[src/rtl/fp_div_pkg.sv]
// Shared constants for the FP divider operand generator: LFSR taps, FSM state encoding,
// and IEEE-754 single-precision exponent field helpers.
package fp_div_pkg;

   // Feedback taps at bits 31, 21, 1 and 0.
   localparam logic [31:0] LFSR_TAPS = 32'h8020_0003;

   typedef logic [1:0] state_t;
   localparam state_t ST_IDLE = 2'd0;
   localparam state_t ST_GEN  = 2'd1;
   localparam state_t ST_HOLD = 2'd2;
   localparam state_t ST_DONE = 2'd3;

   localparam int unsigned EXP_MSB     = 30;
   localparam int unsigned EXP_LSB     = 23;
   localparam logic [7:0]  EXP_ZERO    = 8'h00;
   localparam logic [7:0]  EXP_SPECIAL = 8'hFF;

   function automatic logic [31:0] lfsr_step(input logic [31:0] s);
      return {s[30:0], ^(s & LFSR_TAPS)};
   endfunction

   // Zero/denormal or inf/NaN operands are filtered out when the filter is enabled.
   function automatic logic is_special(input logic [31:0] x);
      logic [7:0] e;
      e = x[EXP_MSB:EXP_LSB];
      return (e == EXP_ZERO) || (e == EXP_SPECIAL);
   endfunction

endpackage

[src/rtl/fp_lfsr32.sv]
// 32-bit Fibonacci LFSR with synchronous seed load and step enable.
module fp_lfsr32
   import fp_div_pkg::*;
(
   input  logic        clk,
   input  logic [31:0] seed,
   input  logic        load,
   input  logic        advance,
   output logic [31:0] state
);

   logic [31:0] state_q;

   always_ff @(posedge clk) begin
      if (load) begin
         state_q <= seed;
      end else if (advance) begin
         state_q <= lfsr_step(state_q);
      end
   end

   assign state = state_q;

endmodule

[src/rtl/fp_operand_gen.sv]
// Generates pseudo-random A/B single-precision operand pairs with a valid/ready handshake.
// Optional special-value filter enabled by defining FP_OPGEN_SPECIAL_FILTER_EN.
module fp_operand_gen
   import fp_div_pkg::*;
#(
   parameter int unsigned XLEN        = 32,
   parameter int unsigned NUM_SAMPLES = 20000,
   parameter logic [31:0] SEED_A      = 32'h3F800000,
   parameter logic [31:0] SEED_B      = 32'h40400000
) (
   input  logic                             clk,
   input  logic                             reset,
   input  logic                             start,
   output logic [XLEN-1:0]                  A,
   output logic [XLEN-1:0]                  B,
   output logic                             valid,
   input  logic                             ready,
   output logic                             busy,
   output logic                             done,
`ifdef FP_OPGEN_SPECIAL_FILTER_EN
   output logic [31:0]                      reject_cnt,
`endif
   output logic [$clog2(NUM_SAMPLES+1)-1:0] sample_cnt
);

   localparam int unsigned CW = $clog2(NUM_SAMPLES + 1);
   localparam logic [CW-1:0] CNT_LAST = CW'(NUM_SAMPLES);

   // An all-zero seed would lock the LFSR at zero forever.
   localparam logic [31:0] SEED_A_EFF = (SEED_A == 32'h0) ? 32'h1 : SEED_A;
   localparam logic [31:0] SEED_B_EFF = (SEED_B == 32'h0) ? 32'h1 : SEED_B;

   state_t            state_q, state_d;
   logic [XLEN-1:0]   a_q, b_q;
   logic [CW-1:0]     cnt_q, cnt_inc;
   logic [31:0]       lfsr_a, lfsr_b;
   logic              accept, advance, run_start;

   fp_lfsr32 u_lfsr_a (
      .clk     (clk),
      .seed    (SEED_A_EFF),
      .load    (reset),
      .advance (advance),
      .state   (lfsr_a)
   );

   fp_lfsr32 u_lfsr_b (
      .clk     (clk),
      .seed    (SEED_B_EFF),
      .load    (reset),
      .advance (advance),
      .state   (lfsr_b)
   );

`ifdef FP_OPGEN_SPECIAL_FILTER_EN
   logic [31:0] rej_q;
   assign accept     = !(is_special(lfsr_a) || is_special(lfsr_b));
   assign reject_cnt = rej_q;

   always_ff @(posedge clk) begin
      if (reset) begin
         rej_q <= '0;
      end else if (run_start) begin
         rej_q <= '0;
      end else if (advance && !accept) begin
         rej_q <= rej_q + 32'd1;
      end
   end
`else
   assign accept = 1'b1;
`endif

   assign advance   = (state_q == ST_GEN);
   assign run_start = start && ((state_q == ST_IDLE) || (state_q == ST_DONE));
   assign cnt_inc   = cnt_q + 1'b1;

   always_comb begin
      state_d = state_q;
      case (state_q)
         ST_IDLE: if (start)  state_d = ST_GEN;
         ST_GEN:  if (accept) state_d = ST_HOLD;
         ST_HOLD: if (ready)  state_d = (cnt_inc == CNT_LAST) ? ST_DONE : ST_GEN;
         ST_DONE: if (start)  state_d = ST_GEN;
         default:             state_d = ST_IDLE;
      endcase
   end

   always_ff @(posedge clk) begin
      if (reset) begin
         state_q <= ST_IDLE;
         a_q     <= '0;
         b_q     <= '0;
         cnt_q   <= '0;
      end else begin
         state_q <= state_d;
         if (run_start) begin
            cnt_q <= '0;
         end else if ((state_q == ST_HOLD) && ready) begin
            cnt_q <= cnt_inc;
         end
         if (advance && accept) begin
            a_q <= XLEN'(lfsr_a);
            b_q <= XLEN'(lfsr_b);
         end
      end
   end

   assign A          = a_q;
   assign B          = b_q;
   assign valid      = (state_q == ST_HOLD);
   assign busy       = (state_q == ST_GEN) || (state_q == ST_HOLD);
   assign done       = (state_q == ST_DONE);
   assign sample_cnt = cnt_q;

endmodule

[config.mk]
export PLATFORM = sky130hd
export DESIGN_NAME = fp_operand_gen
export DESIGN_NICKNAME = d
export VERILOG_FILES = /design/src/rtl/fp_div_pkg.sv /design/src/rtl/fp_lfsr32.sv /design/src/rtl/fp_operand_gen.sv
export SDC_FILE = /design/constraint.sdc
export NUM_CORES = 1
export LEC_CHECK = 0
export CAP_MARGIN = 15
export CORE_MARGIN = 2
export CORE_UTILIZATION = 50
export CTS_BUF_LIST = sky130_fd_sc_hd__clkbuf_4
export DETAILED_ROUTE_END_ITERATION = 12
export GPL_ROUTABILITY_DRIVEN = 1
export GPL_TIMING_DRIVEN = 1
export HOLD_SLACK_MARGIN = 0.05
export PLACE_DENSITY = 0.88
export SYNTH_ARGS = -nofsm -noshare
export SYNTH_HDL_FRONTEND = slang
export SYNTH_SLANG_ARGS = --single-unit
[constraint.sdc]
create_clock -name clk -period 3.8 [get_ports clk]
set_input_delay 1.14 -clock clk [delete_from_list [all_inputs] [get_ports clk]]
set_output_delay 1.14 -clock clk [all_outputs]
set_load 0.01 [all_outputs]
# == Yosys cells after proc, flatten, opt, wreduce, memory -nomap -nowiden ==
# Index checks and enable logic that the tools add are counted.
# op_classes
n_addsub,1
n_eq_ne,6
n_mux,4
n_reduce_logical,10
# op_table
cell,n
32-bit parity,2
"15-bit by 1-bit adder with 15-bit output, second input constant",1
"15-bit == test, second input constant",1
2-bit two-way mux,3
2-bit one-hot mux with 3 select lines,1
"2-bit == test, second input constant",2
"2-bit by 1-bit != test with 1-bit output, second input constant",2
2-bit OR reduction,2
"2-bit by 1-bit == test with 1-bit output, second input constant",1
1-bit logical AND,2
2-bit zero test,1
1-bit logical OR,2
2-bit AND reduction,1
# totals
regBits,145
in_bits,4
out_inout_bits,82
wordCells,27

# == Logic depth before layout (Yosys ltp) ==
# Gate-level depths: netlist (run 1).
# logic_depth
word_depth,5
mapped_depth,8
depth_no_buf,7

# == Cells and area by module ==
# From an unflattened synthesis (run 1), not the netlist that was laid out.
# hier_totals
cells_unflattened,482
hier_area_um2,6321.1
# by_module_without_submodules
mod,n_inst,cells_per_inst,area_per_inst_um2,seq_area_each_um2
fp_operand_gen,1,336,3283.1,1621.6
fp_lfsr32,2,73,1519.0,960.9

# == Least setup slack after synthesis (run 1) ==
# No wires, ideal clock.
# synth_timing
path_kind,input to register
from,input port reset
to,register state_q[1]
setup_ns,0.088
arrival_ns,2.117
t_required_ns,3.712
setup_slack_ns,1.595
stages,6
n_path_buf,1
cell_sequence,clkbuf_1 > nor4bb_1 > nand4b_1 > a21oi_1 > o2111ai_1 > o32ai_2
# synth_rtl
element,line_no,source
start: declaration,fp_operand_gen.sv:12,"input logic reset,"
end signal: assignment,fp_operand_gen.sv:95,state_q <= state_d;
end: declaration,fp_operand_gen.sv:33,"state_t state_q, state_d;"

# == Worst setup path in the final report (run 1) ==
# layout_timing
from,register state_q[0]
to,output port busy
# layout_between
elab_chain_len,2
word_cells_on_any_way,3
classes_between,2 x eq/ne; 1 x reduce/logical
# layout_rtl
element,line_no,source
2-bit by 1-bit == test with 1-bit output or 2-bit == test (tied branches),fp_operand_gen.sv:111,assign busy = (state_q == ST_GEN) || (state_q == ST_HOLD);
1-bit logical OR *,fp_operand_gen.sv:111,
end: declaration,fp_operand_gen.sv:18,"output logic busy,"
# Mark *: on every way between the ends. The rest lies on a longest branch, timed or not.

==> run summary, run 1 <==
Fin Hold WS: 514 ps
Critical path class: flop to primary output
R2R Setup Slk: 1850 ps
Diodes inserted: 0
Core area: 8090 um2
End of the worst hold path: A[27]$_SDFFE_PP0N_
Routability cong.: 0.915
Final nets: 454
Hold crit path type: flop to flop
Slew HR: 48.4%
DR vias: 2840
Die Y-Extent: 94.7 um
Yosys Warn Count: 0
Fmax: 325 MHz
Crit. End Element: primary output
Leak: 1.71 nW
Initial cell density of the core: 50.8%
Avg Vias per Cell: 5.12
Final setup TNS: 0 ps
Part of the cycle the worst path needs: 81.0%
Hold Vio Cnt, Final: 0
Post-route DRC: 0
First-pass GRT wire length: 12200 um
Clk pwr share: 26.9%
WL final: 7690 um
Largest net degree at the start of global routing: 79
VDD IR max: 0.000367 V
Clock period minus final worst setup slack: 3080 ps
# hold bufs at CTS: 0
Dpl cells: 539
Reg2reg path depth: 5
Root Buffer: clkbuf_4
Inserted Clock Buffers: 9
Top_reg_cell synth: dfxtp_1
CTS tree: done
Top post-synthesis cells by area: dfxtp_1, mux2i_1, buf_4, nor2_1, xnor2_1
EDFF count, synth: 0
Rows: 33
Dpl hpwl: 5290 um
Pint: 1.74 mW
Synth Net Count: 433
Syn avg cell area: 9.70 um2
Flop pwr share: 45.1%
CP Data Required Time: 2660 ps
PwrDens: 520 nW/um2
PortBufs: 85
Seq/Total Area, Yosys: 44.8%
Ys async rst share: 0%
DRT antenna net count: 0
Synth top area share: 44.8%
Slew Limit Fails: 0
Crit path launch type: flop
Max-cap violations: 0
Vias in the first global route: 2592
Combinational Power Share: 28.0%
Setup Buffers After CTS: 0
Fraction of layout cells with a size suffix above 1: 6.44%
Iter 0 DRT Violations: 93
CTS H-tree depth: 3
Clock Sink Count: 92
Antenna violations before repair: 0
Wire length per cell: 13.9 um
Post-route cell area: 4800 um2
Area post-placement: 4610 um2
Post-route insts no fill: 555
Min-Delay Startpoint: A[27]$_SDFFE_PP0N_
Largest area contributor in the netlist: dfxtp_1
Area growth, synth to finish: 16.6%
Die W: 94.7 um
Io pins: 86
DR pass1 iterations: 4
R2r startpoint: state_q[1]$_SDFFE_PP0P_
Commonest cells post-synth: dfxtp_1, nor2_1, mux2i_1
Critical path fanouts, max: 4
Post-synth cell types: 42
CTS resizes: 0
Gate Count Post-Synth: 424
Sw frac: 30.0%
Die area: 8960 um2
Sw power: 748 uW
Clk slew on worst S/H paths: 140 ps
Worst hold path depth: 2
Total power: 2.49 mW
Library cell with the highest instance count after synthesis: dfxtp_1
Slew @ Worst Pin: 774 ps
Signal arrival time at the worst endpoint: 1940 ps
Worst R2R End: B[14]$_SDFFE_PP0N_
Area of the mapped netlist: 4110 um2
Overflow after GRT: 0
Worst Clk Skew: 19.5 ps
Tot GR Track Use: 17.1%
Skew-Pair Late Insertion Delay: 430 ps
Clock buffer depth: 2
RSZ-0062 raised after global routing: false
Number of synthesized register bits: 92
Setup Viol. Count Final: 0
Run status: finished clean
## layout make-up
type	count	area [um2]
Fill cell	708	3300
Sequential cell	92	1840
Multi-Input combinational cell	250	1750
Timing Repair Buffer	88	868
Tap cell	105	131
Clock inverter	7	121
Clock buffer	9	67.6
Inverter	4	15.0
## metrics by stage
step                      util, %  setup slack [ps]
final                        59.3               721
after global routing         59.3               636
after CTS                    59.3               707
after detailed placement     56.9               942
after global placement       56.9              1010
after floorplan                 -              1590
## per-layer routing
metal	global-route usage (%)	vias up	wire, um
met5	0	-	0
met4	7.73	0	176
met3	3.91	17	405
met2	28.6	77	3760
met1	21.0	1340	3350
li1	-	1406	-
## worst max-delay path by stage
stage,start,end,slack [ps],cells past startpoint
2_1_floorplan,reset,state_q[1]$_SDFFE_PP0P_,1590,6
3_3_place_gp,ready,sample_cnt[7]$_SDFFE_PP0P_,1010,5
4_1_cts,state_q[0]$_SDFFE_PP0P_,busy,710,4
6_report,state_q[0]$_SDFFE_PP0P_,busy,720,4
3_5_place_dp,ready,sample_cnt[13]$_SDFFE_PP0P_,940,5
5_1_grt,state_q[0]$_SDFFE_PP0P_,busy,640,4
## sequential cells by signal (all words and copies together) (netlist names)
name and count:
A 32, B 32, sample_cnt 15, state_q 2, u_lfsr_a.state 8, u_lfsr_b.state 3
## cell usage in the layout, fill, tap and decap left out, types with 2 or more instances in the layout
| master | n |
|---|---|
| a21oi_1 | 8 |
| xor2_1 | 8 |
| or3_1 | 5 |
| and2_1 | 2 |
| nor3_2 | 2 |
| nand2_1 | 8 |
| nor2b_1 | 9 |
| ha_1 | 4 |
| o21ai_0 | 6 |
| and4_1 | 2 |
| xnor2_1 | 11 |
| clkbuf_4 | 9 |
| nor3_1 | 2 |
| inv_1 | 4 |
| nand4_1 | 2 |
| buf_4 | 3 |
| inv_6 | 2 |
| nand4b_1 | 2 |
| a211o_1 | 9 |
| mux2i_1 | 66 |
| clkdlybuf4s50_1 | 84 |
| dfxtp_1 | 92 |
| nor2_1 | 80 |
| nand3_1 | 5 |
| bufinv_16 | 3 |
## critical path, stage by stage (launching register included)
cell	delay, ps
dfxtp_1	460
inv_1	80
ha_1	320
inv_1	110
clkdlybuf4s50_1	550
## power by group through the flow
stage | Sequential, mW | Clock (mW) | Combinational [mW]
after global routing | 1.14 | 0.729 | 0.757
after global placement | 1.14 | 0 | 0.679
after detailed placement | 1.15 | 0 | 0.701
after floorplan | 1.14 | 0 | 0.522
after CTS | 1.13 | 0.691 | 0.705
final | 1.13 | 0.670 | 0.697
## cell families after synthesis
kind of cell | synth area share (%)
and+or+nand+nor | 14.5
DFF | 44.8
buffers and inverters | 12.9
muxes | 16.3
AOI/OAI and AO/OA | 5.81
xor gates and xnor gates | 4.05
adders and majority gates | 1.52
No activity file was read; power rests on OpenSTA's default activity.
==> run 2, diff against run 1 <==
CORE_UTILIZATION = 48   (was 50)
PLACE_DENSITY = 0.89   (was 0.88)
clock period = 2.55 ns   (was 3.8 ns; I/O delays follow)
==> run 2 against run 1 <==
Cell count increased by 0.72%. Clock power grew 25%. Setup slack worse by 560 ps. Core utilization fell by 1.1 points. Wire length fell by 0.12%. Critical path depth fell by 2. Largest cell class unchanged.
==> run summary, run 2 (synthesized netlist as in run 1, its figures left out) <==
Sw power: 1.14 mW
Commonest non-fill, non-tap cells in the layout: dfxtp_1, clkdlybuf4s50_1, nor2_1
M3 GR Usage: 4.65%
Area growth, synth to finish: 16.8%
Sw frac: 31.9%
Initial cell density of the core: 49.8%
Max-cap violations: 0
Wire length per cell: 13.7 um
Combinational Power Share: 29.4%
CTS H-tree depth: 3
Final setup TNS: 0 ps
Setup Buffers After CTS: 0
Slew Limit Fails: 0
Avg Vias per Cell: 5.04
Inserted Clock Buffers: 9
Dpl hpwl: 5410 um
RSZ-0062 raised after global routing: false
Part of the cycle the worst path needs: 93.6%
Diodes inserted: 0
Worst Clk Skew: 20.1 ps
Clock Sink Count: 92
Run status: finished clean
Die W: 96.6 um
Pint: 2.43 mW
Worst path max stage delay: 550 ps
Crit. End Element: primary output
Rows: 33
GRT met1 Usage: 21.2%
Flop pwr share: 47.1%
Clock buffer depth: 2
Final nets: 458
DR vias: 2818
Slew HR: 64.5%
Hold crit path type: flop to flop
Die Y-Extent: 96.6 um
Critical path fanouts, max: 4
Met2 GRT Util: 27.5%
Root Buffer: clkbuf_4
Overflow after GRT: 0
Clk pwr share: 23.4%
CP Data Required Time: 1790 ps
WL final: 7680 um
Core area: 8260 um2
Io pins: 86
Crit path launch type: flop
Hold Vio Cnt, Final: 0
Commonest non-fill, non-tap cell in the layout: dfxtp_1
Fmax: 419 MHz
PwrDens: 743 nW/um2
# hold bufs at CTS: 0
Iter 0 DRT Violations: 78
VDD IR max: 0.000523 V
Slew @ Worst Pin: 533 ps
Signal arrival time at the worst endpoint: 1620 ps
PortBufs: 85
Clock period minus final worst setup slack: 2390 ps
Critical path class: flop to primary output
CTS tree: done
CTS resizes: 3
Tot GR Track Use: 17.1%
Largest net degree at the start of global routing: 55
Crit path cell chain: ha_1, clkdlybuf4s50_1
Skew-Pair Late Insertion Delay: 440 ps
Antenna violations before repair: 0
Post-route DRC: 0
First-pass GRT wire length: 12300 um
Die area: 9320 um2
Routability cong.: 0.868
Setup Viol. Count Final: 0
DRT antenna net count: 0
Clk slew on worst S/H paths: 140 ps
Busiest grt layer: met2
DR pass1 iterations: 4
Crit-path slowest cell: clkdlybuf4s50_1
Total power: 3.57 mW
Vias in the first global route: 2573
Fraction of layout cells with a size suffix above 1: 7.49%
Leak: 1.71 nW
-- run 2: cell count changes in the layout (fill, tap and decap cells not counted), sizes merged --
cell           delta
clkdlybuf4s50     -1
dlygate4sd2       +1
bufinv            -2
buf               +4
clkinvlp          +3
clkinv            -2
inv               +1
-- run 2: critical path, delay by kind of cell, from the launching register on --
kind | cells | cell delay (ps)
fa+ha+maj | 1 | 230
buf+inv | 1 | 550
flops | 1 | 420
-- run 2: power by group through the flow --
stage / sequential, mW / clock (mW) / combinational [mW]
final: 1.68 / 0.835 / 1.05
after floorplan: 1.70 / 0 / 0.778
after global placement: 1.70 / 0 / 1.04
after detailed placement: 1.71 / 0 / 1.06
after global routing: 1.70 / 0.923 / 1.14
after CTS: 1.69 / 0.870 / 1.06
-- run 2: cell type report --
class / count / area, um2
flip-flops and latches: 92 / 1850
well taps: 105 / 131
multi-input cells: 250 / 1750
fillers: 735 / 3460
clock buffers: 9 / 67.6
inverters: 4 / 15.0
clock inverters: 7 / 81.3
repair buffers: 92 / 910
-- run 2: path summary, 6_finish.rpt --
kind         slack, ps  cells past startpoint                               to                       startpoint
min reg2reg        500                      1  u_lfsr_a.state[28]$_SDFFE_PP1N_  u_lfsr_a.state[27]$_SDFFE_PP1N_
max                160                      2                            valid          state_q[1]$_SDFFE_PP0P_
max reg2reg        650                      5      sample_cnt[10]$_SDFFE_PP0P_       sample_cnt[0]$_SDFFE_PP0P_
min                500                      1  u_lfsr_a.state[28]$_SDFFE_PP1N_  u_lfsr_a.state[27]$_SDFFE_PP1N_
-- run 2: metrics by stage --
| step | setup slack (ps) | hold slack, ps | utilization (%) | cell area, um2 | std cells |
|---|---|---|---|---|---|
| after detailed placement | 286 | 478 | 56.3 | 4650 | 543 |
| after CTS | 134 | 513 | 58.1 | 4800 | 559 |
| after global routing | 63.6 | 522 | 58.1 | 4800 | 559 |
| after floorplan | 720 | 453 | - | 4110 | 424 |
| final | 163 | 504 | 58.1 | 4800 | 559 |
| after global placement | 330 | 464 | 56.3 | 4650 | 543 |
-- run 2: per-layer routing --
metal / vias up / wire length (um)
met5: - / 0
met1: 1317 / 3430
met3: 15 / 367
met4: 0 / 184
li1: 1418 / -
met2: 68 / 3700
